### config.mk
export PLATFORM = sky130hd
export DESIGN_NAME = frame_fetch
export DESIGN_NICKNAME = d
export VERILOG_FILES = /design/src/rtl/frame_fetch.sv
export SDC_FILE = /design/constraint.sdc
export NUM_CORES = 1
export LEC_CHECK = 0
export BUFFER_PORTS_ARGS = -buffer_cell sky130_fd_sc_hd__buf_2
export CORE_AREA = 2 2 130 132
export CTS_CLUSTER_DIAMETER = 50
export DETAILED_ROUTE_END_ITERATION = 7
export DIE_AREA = 0 0 132 134
export PLACE_DENSITY = 0.82
export REMOVE_ABC_BUFFERS = 1
export SLEW_MARGIN = 20
export SYNTH_ARGS = -nofsm -noshare
export SYNTH_HDL_FRONTEND = slang
export SYNTH_SLANG_ARGS = --single-unit
### constraint.sdc
create_clock -name clk -period 10.6 [get_ports clk]
set_input_delay 1.06 -clock clk [delete_from_list [all_inputs] [get_ports clk]]
set_output_delay 1.06 -clock clk [all_outputs]
set_load 0.05 [all_outputs]
### src/rtl/frame_fetch.sv
// Framebuffer reader: issues MCB read bursts for one frame and
// streams the returned colour words out as 24-bit pixels.
module frame_fetch #(
  parameter logic [29:0] BASE_ADDR  = 30'd5242880,
  parameter int          BURST_LEN  = 64,
  parameter int          FIFO_DEPTH = 64
) (
  input  logic        clk,
  input  logic        reset,
  input  logic        mem_calib_done,
  input  logic [20:0] total_pixels,
  input  logic        frame_start,
  input  logic        cmd_full,
  output logic        cmd_en,
  output logic [2:0]  cmd_instr,
  output logic [5:0]  cmd_bl,
  output logic [29:0] cmd_byte_addr,
  input  logic [31:0] rd_data,
  input  logic        rd_empty,
  output logic        rd_en,
  output logic [23:0] pix_data,
  output logic        pix_valid,
  input  logic        pix_ready,
  output logic        frame_done,
  output logic        underrun,
  output logic        busy
);

  typedef enum logic [1:0] {
    CAL,
    IDLE,
    RUN,
    DONE
  } state_t;

  state_t      state;
  state_t      state_nx;
  logic        cal_meta;
  logic        cal_sync;
  logic [20:0] tot;
  logic [20:0] req_cnt;
  logic [20:0] pop_cnt;
  logic [20:0] rem;
  logic [6:0]  pend;
  logic [6:0]  amount;
  logic [29:0] ptr;
  logic        issue;
  logic        last_pop;
  logic        start;
  logic        unused_hi;

  assign cmd_instr  = 3'b001;
  assign pix_valid  = (state == RUN) & ~rd_empty;
  assign rd_en      = pix_valid & pix_ready;
  assign pix_data   = rd_data[23:0];
  assign unused_hi  = &{1'b0, rd_data[31:24]};
  assign frame_done = (state == DONE);
  assign busy       = (state == RUN);
  assign start      = (state == IDLE) & frame_start;

  assign rem    = tot - req_cnt;
  assign amount = (rem > 21'(BURST_LEN)) ? 7'(BURST_LEN)
                                         : rem[6:0];
  // cmd_en gating spaces consecutive commands by two cycles
  assign issue  = (state == RUN) && (rem != 21'd0) &&
                  !cmd_full && !cmd_en &&
                  ({1'b0, pend} + {1'b0, amount}
                   <= 8'(FIFO_DEPTH));
  assign last_pop = rd_en && (pop_cnt + 21'd1 == tot);

  always_comb begin
    state_nx = state;
    unique case (state)
      CAL:     if (cal_sync) state_nx = IDLE;
      IDLE:    if (frame_start) state_nx = RUN;
      RUN:     if (last_pop || pop_cnt == tot)
                 state_nx = DONE;
      DONE:    state_nx = IDLE;
      default: state_nx = CAL;
    endcase
  end

  always_ff @(posedge clk or posedge reset) begin
    if (reset) begin
      cal_meta <= 1'b0;
      cal_sync <= 1'b0;
    end else begin
      cal_meta <= mem_calib_done;
      cal_sync <= cal_meta;
    end
  end

  always_ff @(posedge clk or posedge reset) begin
    if (reset) begin
      state         <= CAL;
      cmd_en        <= 1'b0;
      cmd_bl        <= 6'd0;
      cmd_byte_addr <= 30'd0;
      underrun      <= 1'b0;
      tot           <= 21'd0;
      req_cnt       <= 21'd0;
      pop_cnt       <= 21'd0;
      pend          <= 7'd0;
      ptr           <= 30'd0;
    end else begin
      state    <= state_nx;
      cmd_en   <= issue;
      underrun <= (state == RUN) & pix_ready &
                  rd_empty & (pop_cnt != tot);
      if (start) begin
        tot     <= total_pixels;
        req_cnt <= 21'd0;
        pop_cnt <= 21'd0;
        pend    <= 7'd0;
        ptr     <= 30'd0;
      end else begin
        pop_cnt <= pop_cnt + {20'd0, rd_en};
        pend    <= pend + (issue ? amount : 7'd0)
                   - {6'd0, rd_en};
        if (issue) begin
          cmd_bl        <= 6'(amount - 7'd1);
          cmd_byte_addr <= BASE_ADDR + ptr;
          ptr           <= ptr + {21'd0, amount, 2'b00};
          req_cnt       <= req_cnt + {14'd0, amount};
        end
      end
    end
  end

endmodule

After elaboration in Yosys (flattened, before gate mapping):

Cells that the tools add are included.

* register bits after elaboration: 142
* bits of input ports: 60
* output and inout bits: 69

* add/sub/neg operators: 10
* reductions and logical operators: 13
* equality and inequality tests: 9
* order comparisons: 2
* bitwise gates (word level): 8
* mux-type cells: 12

Operators by type and width (count)
* $mux 21: 3
* $mux 30: 2
* $eq 21x21->1: 2
* $add 23x30->30 const A: 1
* $add 30x9->30: 1
* $add 21x1->21: 1
* $add 21x1->21 const B: 1
* $add 21x7->21: 1
* $gt 21x7->1 const B: 1
* $mux 7: 3
* $ne 21x21->1: 1
* $reduce_bool 21->1: 1
* $sub 21x21->21: 1
* $add 7x7->8: 1
* $le 8x7->1 const B: 1
* $pmux 2 s4: 1
* $add 7x7->7: 1
* $sub 7x1->7: 1
* $and 1x1->1: 6
* $mux 2: 3
* $sub 6x1->6 const B: 1
* $logic_and 1x1->1: 5
* $eq 2x2->1 const B: 2
* $ne 2x2->1 const B: 2
* 9 further kinds: 11

Logic depth before layout (Yosys ltp):

Gate-level depths: netlist of the first run.

* depth in word-level cells: 10
* gate-level depth with buffers: 39
* depth with buffers taken out: 37

Least setup slack after synthesis of the first run:

OpenSTA, ideal clock, no wires.

* kind: flip-flop to flip-flop
* from: reg tot[0]
* to: reg pend[6]
* required time: 10.468 ns
* stages on the path, launching flop included: 40
* path slack: 3.572 ns
* setup time: 0.132 ns
* arrival: 6.897 ns
* buffers on the path: 3
* cell sequence: dfrtp_1 > inv_1 > ha_1 > inv_1 > fa_1 > a21o_1 > a221oi_4 > o311ai_1 > xor2_1 > nor4_2 > nand4_1 > nor4_2 > buf_4 > buf_2 > nand3_1 > inv_1 > ha_1 > a21o_1 > [4 not listed] > o21ai_0 > nand3_1 > clkbuf_1 > and4bb_2 > nand2b_1 > ha_1 > inv_1 > ha_1 > inv_1 > fa_1 > nor2b_1 > o21ai_0 > nand2b_1 > a21o_1 > a21oi_1 > xnor2_1 > xnor2_1 > nor2_1

* longest elaborated chain between the ends: 10
* elaborated cells between the ends (all ways): 14

Ends and longest elaborated chain
* start: declaration: line 40 `logic [20:0] tot;`
* start signal: assignment: line 111 `tot <= total_pixels;`
* $sub 21x21->21 (*): line 61 `assign rem = tot - req_cnt;`
* $gt 21x7->1 or $reduce_bool 21->1 (tied branches): line 62, 65
* $mux 7 or $logic_and 1x1->1 (tied branches): line 62, 65
* $add 7x7->8 or $logic_and 1x1->1 (tied branches): line 67, 65
* $le 8x7->1 or $logic_and 1x1->1 (tied branches): line 68, 66
* $logic_and 1x1->1: line 66 `!cmd_full && !cmd_en &&`
* $mux 7 (*): line 118 `pend <= pend + (issue ? amount : 7'd0)`
* $add 7x7->7 (*): line 118
* $sub 7x1->7 (*): line 119 `- {6'd0, rd_en};`
* $mux 7 (*): line 110 `if (start) begin`
* end signal: assignment: line 118
* end: declaration: line 44 `logic [6:0] pend;`

Mark *: on every way between the ends. The rest lies on a longest branch, timed or not.
A chain may end at the register's enable or synchronous reset.

Worst setup path in the final report of the first run:

Ends and elaborated chain as after synthesis.

==> run_results.csv, run 1 <==
group,metric,value,unit
outcome,run_status,"finished, final reports clean",
worst_setup_path,critical-path-max-stage-delay,0.57,ns
sta,timing.final.setup_violations,0,
grt,grt.total_usage,26.38,%
clocking,path_clk_slew,0.06,ns
worst_setup_path,type_of_origin_of_the_critical_path,"flop",
pwr,cellPowerDensity,261.8,mW/mm²
placed_design,dpl.cell_count,1322,
route,totalWireLength,22.85,mm
pwr,static-leakage-power,5.007,nW
hold_path,hold_path_class,"flop to flop",
clocking,clock_tree.root_cell,"sky130_fd_sc_hd__clkbuf_16",
layout,finish.utilization,64.49,%
worst_setup_path,crit_fanout,20,
route,firstDrtPassIters,5,
layout,num_antenna_cells,0,
synthesis,synthesis.instances,1103,
synthesis,cell_area_after_synthesis,0.009624,mm²
worst_setup_path,worst_path_max_delay_cell,"sky130_fd_sc_hd__and4bb_2",
route,wl_per_cell,16.88,µm
die,row_count,47,
layout,layout_overhead_on_the_synthesized_area,9.153,%
synthesis,synth.avg_cell_area,8.726,µm²
synthesis,seq_area_frac_synth,35.88,%
worst_setup_path,endpoint_kind,"flop",
die,pin_count,129,
die,die_h,134,µm
placed_design,placed_wire_length_estimate_after_detailed_placement,16.34,mm
sta,grt_setup_unrepaired,"false",
route,drc_violation_count_after_routing,0,
pwr,sw_frac_of_total,44.37,%
die,die_w,132,µm
sta,final_setup_tns,0,ns
pwr,ir_drop,0.0001395,V
layout,drive_above_1_share,12.53,%
synthesis,synth_edf_count,0,
grt,wire_length_of_the_first_global_routing_pass,37.80,mm
die,core-area,0.01629,mm²
clocking,tritoncts_num_sinks,138,
layout,stdcell_count,1353,
placed_design,gp_congestion,0.9448,
sta,maxClockFrequency,0.1241,GHz
layout,numnets_final,1247,
worst_setup_path,timing.setup.critical_path_class,"flop to flop",
placed_design,io_buffer_count,67,
job,max_cap_viol_count,0,
pwr,clock_group_share_of_total_power,22.9,%
worst_setup_path,critPathArrivalTime,8.34,ns
grt,antenna_found_initial,1,
route,initialDrtViolationCount,557,
sta,worstMarginPinSlew,0.9641,ns
die,die-area,0.01769,mm²
sta,finalCritPeriodShare,76.00,%
pwr,intPower,1.530,mW
grt,grt_max_degree,73,
route,via_count,8083,
worst_setup_path,timing.critical_path.mode_cell,"sky130_fd_sc_hd__inv_1",
clocking,cts_tree,"yes",
synthesis,netlist-cell-type-count,72,
sta,period_needed,8.056,ns
clocking,post_cts_buffers,0,
clocking,cts_made_buffers,17,
synthesis,synth.yosys.warnings,0,
clocking,worstSkewPairLatency,0.43,ns
route,drt.antenna.violating_nets,0,
layout,mostFrequentLayoutCells,"141 x sky130_fd_sc_hd__nand2_1, 138 x sky130_fd_sc_hd__dfrtp_1, 87 x sky130_fd_sc_hd__a21oi_1, 85 x sky130_fd_sc_hd__nor2_1, 67 x sky130_fd_sc_hd__buf_2",
pwr,comb_power_share,50.8,%
layout,num-fill-cells,1326,
layout,final_common_cell,"sky130_fd_sc_hd__nand2_1",
clocking,htree_levels,4,
clocking,post_cts_hold_buffer_count,0,
sta,slew-limit-headroom,35.34,%
pwr,p_seq_share,26.4,%
sta,finalHoldViolCount,0,
synthesis,postSynthRegisterBits,138,
clocking,clock_path_buffers,2,
synthesis,ys_dominant_reg_cell,"sky130_fd_sc_hd__dfrtp_1",
sta,slew_viol_final,0,
pwr,switching_power,1.220,mW
synthesis,postSynth.asyncResetShare,100.0,%
route,viasPerCell,5.974,
clocking,post_cts.resized_instances,0,
die,floorplan.initialDensity,59.08,%
grt,gr-total-overflow,0,
sta,timing.clock.skew,0.01071,ns
worst_setup_path,worst-endpoint-required,10.89,ns
grt,via_count_of_the_first_global_routing_pass,7805,
[worst max-delay path, delay by kind of cell (launching register included)]
family / cells / cell delay, ns
buffers and inverters: 6 / 0.83
xor gates and xnor gates: 4 / 0.62
adders and majority gates: 6 / 1.68
AOI/OAI and AO/OA: 11 / 1.99
and+or+nand+nor: 10 / 2.36
DFF: 1 / 0.42
[path summary, 6_finish.rpt]
check                      cells past startpoint     start           endpoint  slack, ns
max                                           37    tot[0]            pend[6]       2.54
min                                            0  cal_meta           cal_sync       0.36
max reg2reg                                   37    tot[0]            pend[6]       2.54
min reg2reg                                    0  cal_meta           cal_sync       0.36
max in group asynchronous                      3     reset             tot[2]       8.50
min in group asynchronous                      2     reset  cmd_byte_addr[25]       0.72
[kinds of logic (layout without fill, tap and decap cells)]
logic type,Yosys count,after routing,synth area share [%]
compound gates,243,243,16.64
fa+ha+maj,66,66,8.970
flops,138,138,35.88
buf+inv,140,167,6.877
xor+xnor,94,94,8.554
simple gates,393,393,19.88
other cells,2,5,0.07803
mux,27,27,3.120
[routing by layer]
| layer | GRT usage (%) | wire [µm] | vias to the layer above |
|---|---|---|---|
| li1 | - | - | 3868 |
| met1 | 34.43 | 10070 | 3904 |
| met2 | 43.14 | 10820 | 267 |
| met3 | 5.971 | 1389 | 44 |
| met4 | 9.843 | 573 | 0 |
| met5 | 0.2778 | 0 | - |
[sequential cells by signal, indices dropped and copies added, names as in the netlist]
signal and cells:
cmd_byte_addr 28, ptr 28, pop_cnt 21, req_cnt 21, tot 21, pend 7, cmd_bl 6, state 2
cal_meta 1, cal_sync 1, cmd_en 1, underrun 1
[power by group through the flow]
stage | Clock [mW] | Combinational [mW] | Sequential [mW]
after floorplan | 0 | 0.969 | 0.804
after global placement | 0 | 1.32 | 0.726
after detailed placement | 0 | 1.37 | 0.730
after CTS | 0.633 | 1.39 | 0.723
after global routing | 0.655 | 1.53 | 0.736
final | 0.628 | 1.40 | 0.725
[cell type report]
type                       instances  area [µm²]  share of cell area (%)
multi-input combinational        828        5539                   52.73
sequential                       138        3453                   32.87
clock buffer                      21       450.4                   4.288
timing repair buffer              73       380.4                   3.621
tap                              220       275.3                   2.620
inverter                          63       241.5                   2.299
clock inverter                    10       165.2                   1.572
[stage by stage]
step	cell area [µm²]	total power, mW	setup WS (ns)	hold WS (ns)
detailed placement	9889	2.098	2.634	0.3471
global placement	9889	2.050	2.848	0.3312
finish	10510	2.750	2.544	0.3575
floorplan	9210	1.774	2.982	0.3312
global route	10510	2.926	1.971	0.3666
CTS	10510	2.742	2.559	0.3602
[Yosys cell counts (10+ instances only)]
cell / count / area (µm²)
sky130_fd_sc_hd__a211oi_1: 11 / 82.58
sky130_fd_sc_hd__a21o_1: 23 / 172.7
sky130_fd_sc_hd__a21oi_1: 87 / 435.4
sky130_fd_sc_hd__and2_1: 10 / 62.56
sky130_fd_sc_hd__and3_1: 15 / 93.84
sky130_fd_sc_hd__buf_2: 12 / 60.06
sky130_fd_sc_hd__buf_4: 30 / 225.2
sky130_fd_sc_hd__clkbuf_1: 27 / 101.4
sky130_fd_sc_hd__dfrtp_1: 138 / 3453
sky130_fd_sc_hd__ha_1: 61 / 763.2
sky130_fd_sc_hd__inv_1: 62 / 232.7
sky130_fd_sc_hd__mux2_2: 22 / 247.7
sky130_fd_sc_hd__nand2_1: 141 / 529.3
sky130_fd_sc_hd__nand2b_1: 11 / 68.82
sky130_fd_sc_hd__nand3_1: 36 / 180.2
sky130_fd_sc_hd__nand4_1: 15 / 93.84
sky130_fd_sc_hd__nor2_1: 85 / 319.1
sky130_fd_sc_hd__nor2b_1: 14 / 87.58
sky130_fd_sc_hd__nor3_1: 11 / 55.05
sky130_fd_sc_hd__o21ai_0: 40 / 200.2
sky130_fd_sc_hd__o31ai_1: 11 / 82.58
sky130_fd_sc_hd__or3_1: 13 / 81.33
sky130_fd_sc_hd__xnor2_1: 53 / 464.2
sky130_fd_sc_hd__xor2_1: 41 / 359.1
No activity file was read; power rests on OpenSTA's default activity.
==> inputs of run 2 (changes only) <==
--- a/config.mk
+++ b/config.mk
@@ -6,11 +6,11 @@
 export NUM_CORES = 1
 export LEC_CHECK = 0
 export BUFFER_PORTS_ARGS = -buffer_cell sky130_fd_sc_hd__buf_2
-export CORE_AREA = 2 2 130 132
+export CORE_AREA = 2 2 131 133
 export CTS_CLUSTER_DIAMETER = 50
 export DETAILED_ROUTE_END_ITERATION = 7
-export DIE_AREA = 0 0 132 134
-export PLACE_DENSITY = 0.82
+export DIE_AREA = 0 0 133 135
+export PLACE_DENSITY = 0.81
 export REMOVE_ABC_BUFFERS = 1
 export SLEW_MARGIN = 20
 export SYNTH_ARGS = -nofsm -noshare
==> constraint.sdc (replaced) <==
create_clock -name clk -period 7.6 [get_ports clk]
set_input_delay 0.76 -clock clk [delete_from_list [all_inputs] [get_ports clk]]
set_output_delay 0.76 -clock clk [all_outputs]
set_load 0.05 [all_outputs]
==> run 2 against run 1 <==
  * Largest cell class unchanged
  * Critical endpoint unchanged
  * Worst setup slack got worse by 2.1 ns
  * Sequential share of layout area decreased by 0.26 points
  * Clock power increased by 40%
  * Sequential power increased by 39%
  * Final area increased by 0.79%
  * Highest routed layer unchanged
  * Critical path type unchanged
  * First-iteration DRC count unchanged
  * Sequential cell count unchanged
==> run_results.csv, run 2 (same netlist as run 1, synthesis figures left out) <==
group,metric,value,unit
route,detailroute.wirelength.met3,1.573,mm
die,pin_count,129,
layout,drive_above_1_share,13.51,%
route,initialDrtViolationCount,557,
placed_design,placed_cell_area,0.009920,mm²
layout,stdcell_area,0.01059,mm²
layout,stdcell_count,1360,
placed_design,placed_wire_length_estimate_after_detailed_placement,16.45,mm
route,drc_violation_count_after_routing,0,
clocking,clock_path_buffers,2,
worst_setup_path,critical_path_buffer_and_inverter_count,4,
pwr,totalPowerFinal,3.862,mW
pwr,clock_group_share_of_total_power,22.8,%
grt,grt.total_usage,27.13,%
sta,finalCritPeriodShare,93.80,%
route,viasPerCell,6.025,
worst_setup_path,timing.critical_path.max_delay_family,"simple AND/OR/NAND/NOR gates",
sta,worstMarginPinSlew,1.009,ns
pwr,ir_drop,0.0002326,V
route,detailroute.wirelength.met2,11.22,mm
die,core-area,0.01641,mm²
clocking,worstSkewPairLatency,0.43,ns
layout,multiInputGateArea,0.005560,mm²
layout,seq_area,0.003453,mm²
layout,layout_overhead_on_the_synthesized_area,10.01,%
sta,slew_viol_final,0,
worst_setup_path,endpoint_kind,"flop",
pwr,switching_power,1.722,mW
route,drt.antenna.violating_nets,0,
layout,final_common_cell,"sky130_fd_sc_hd__nand2_1",
pwr,comb_power_share,51.1,%
die,die_w,133,µm
pwr,intPower,2.141,mW
sta,period_needed,7.129,ns
sta,slew-limit-headroom,32.34,%
clocking,cts_tree,"yes",
clocking,path_clk_slew,0.06,ns
worst_setup_path,timing.setup.critical_path_class,"flop to flop",
worst_setup_path,type_of_origin_of_the_critical_path,"flop",
route,totalWireLength,23.49,mm
sta,grt_setup_unrepaired,"false",
clocking,clock_tree.root_cell,"sky130_fd_sc_hd__clkbuf_16",
sta,finalHoldViolCount,0,
layout,numnets_final,1253,
die,floorplan.initialDensity,58.66,%
hold_path,worst_hold_startpoint,"cal_meta",
sta,final_setup_tns,0,ns
route,via_count,8194,
layout,layout_top_registers,"cmd_byte_addr: 28 flops, ptr: 28 flops",
pwr,p_seq_share,26.1,%
worst_setup_path,crit_fanout,8,
sta,timing.final.setup_violations,0,
grt,grt_max_degree,80,
clocking,tritoncts_num_sinks,138,
die,row_count,47,
grt,antenna_found_initial,0,
sta,timing.clock.skew,0.01247,ns
worst_setup_path,crit-reg2reg-launch,"tot[0]",
grt,wire_length_of_the_first_global_routing_pass,38.90,mm
clocking,cts_made_buffers,17,
placed_design,dpl.cell_count,1326,
die,die_h,135,µm
sta,maxClockFrequency,0.1403,GHz
job,max_cap_viol_count,0,
grt,gr-total-overflow,0,
grt,via_count_of_the_first_global_routing_pass,7947,
pwr,sw_frac_of_total,44.58,%
placed_design,gp_congestion,0.9244,
outcome,run_status,"finished, final reports clean",
pwr,static-leakage-power,5.057,nW
clocking,post_cts_hold_buffer_count,0,
pwr,cellPowerDensity,364.8,mW/mm²
sta,finalHoldWorstSlack,0.3522,ns
placed_design,io_buffer_count,67,
worst_setup_path,worst_path_max_delay_cell,"sky130_fd_sc_hd__fa_1",
worst_setup_path,critical-path-max-stage-delay,0.44,ns
route,firstDrtPassIters,5,
route,wl_per_cell,17.27,µm
worst_setup_path,critical_path_launch_point,"tot[0]",
layout,num-fill-cells,1351,
clocking,htree_levels,4,
route,top_signal_layer_used,"met4",
layout,mostFrequentLayoutCells,"141 x sky130_fd_sc_hd__nand2_1, 138 x sky130_fd_sc_hd__dfrtp_1, 86 x sky130_fd_sc_hd__a21oi_1, 85 x sky130_fd_sc_hd__nor2_1, 67 x sky130_fd_sc_hd__buf_2",
layout,num_antenna_cells,0,
worst_setup_path,critPathArrivalTime,7.42,ns
die,die-area,0.01796,mm²
hold_path,hold_path_class,"flop to flop",
worst_setup_path,worst-endpoint-required,7.89,ns
route,route.layer.met1.wl,10.18,mm
==> run 2: changes by cell type in the layout (fill, tap and decap cells not counted), sizes merged <==
| cell | delta |
|---|---|
| clkinvlp | -1 |
| buf | +6 |
| inv | +2 |
| bufinv | -1 |
| clkinv | +1 |
==> run 2: power by group through the flow <==
stage                     Clock [mW]  Combinational (mW)  Sequential [mW]
after CTS                      0.896                1.92             1.00
after floorplan                    0                1.35             1.12
after detailed placement           0                1.90             1.01
final                          0.882                1.97             1.01
after global placement             0                1.85             1.01
after global routing           0.925                2.16             1.02
==> run 2: path summary, 6_finish.rpt <==
check | end | slack [ns] | depth (start not counted)
worst min-delay path | cal_sync | 0.35 | 0
max in group asynchronous | pop_cnt[0] | 6.12 | 3
min in group asynchronous | cmd_byte_addr[24] | 0.39 | 2
worst max-delay path | pend[6] | 0.47 | 34
worst max register to register | pend[6] | 0.47 | 34
worst min register to register | cal_sync | 0.35 | 0
==> run 2: stage by stage <==
| stage | utilization [%] | worst slack, ns |
|---|---|---|
| floorplan | - | -0.01751 |
| global placement | 60.46 | 0.5866 |
| detailed placement | 60.46 | 0.4234 |
| CTS | 64.29 | 0.3157 |
| global route | 64.53 | 0.05995 |
| finish | 64.53 | 0.4711 |
==> run 2: area by class of cell <==
type	instances	share of cell area, %
Sequential cell	138	32.62
Clock inverter	11	1.489
Clock buffer	21	4.443
Tap cell	220	2.600
Multi-Input combinational cell	828	52.52
Timing Repair Buffer	79	4.053
Inverter	63	2.281
==> run 2: what timing repair did <==
item	CTS	global route
setup endpoints to repair	0	1
gates resized for setup	0	4
setup buffers	0	2
==> run 2: layer usage <==
layer	up-vias	track usage, %
li1	3878	-
met1	3958	35.00
met2	313	45.22
met3	45	5.893
met4	0	9.737
met5	-	0.5556
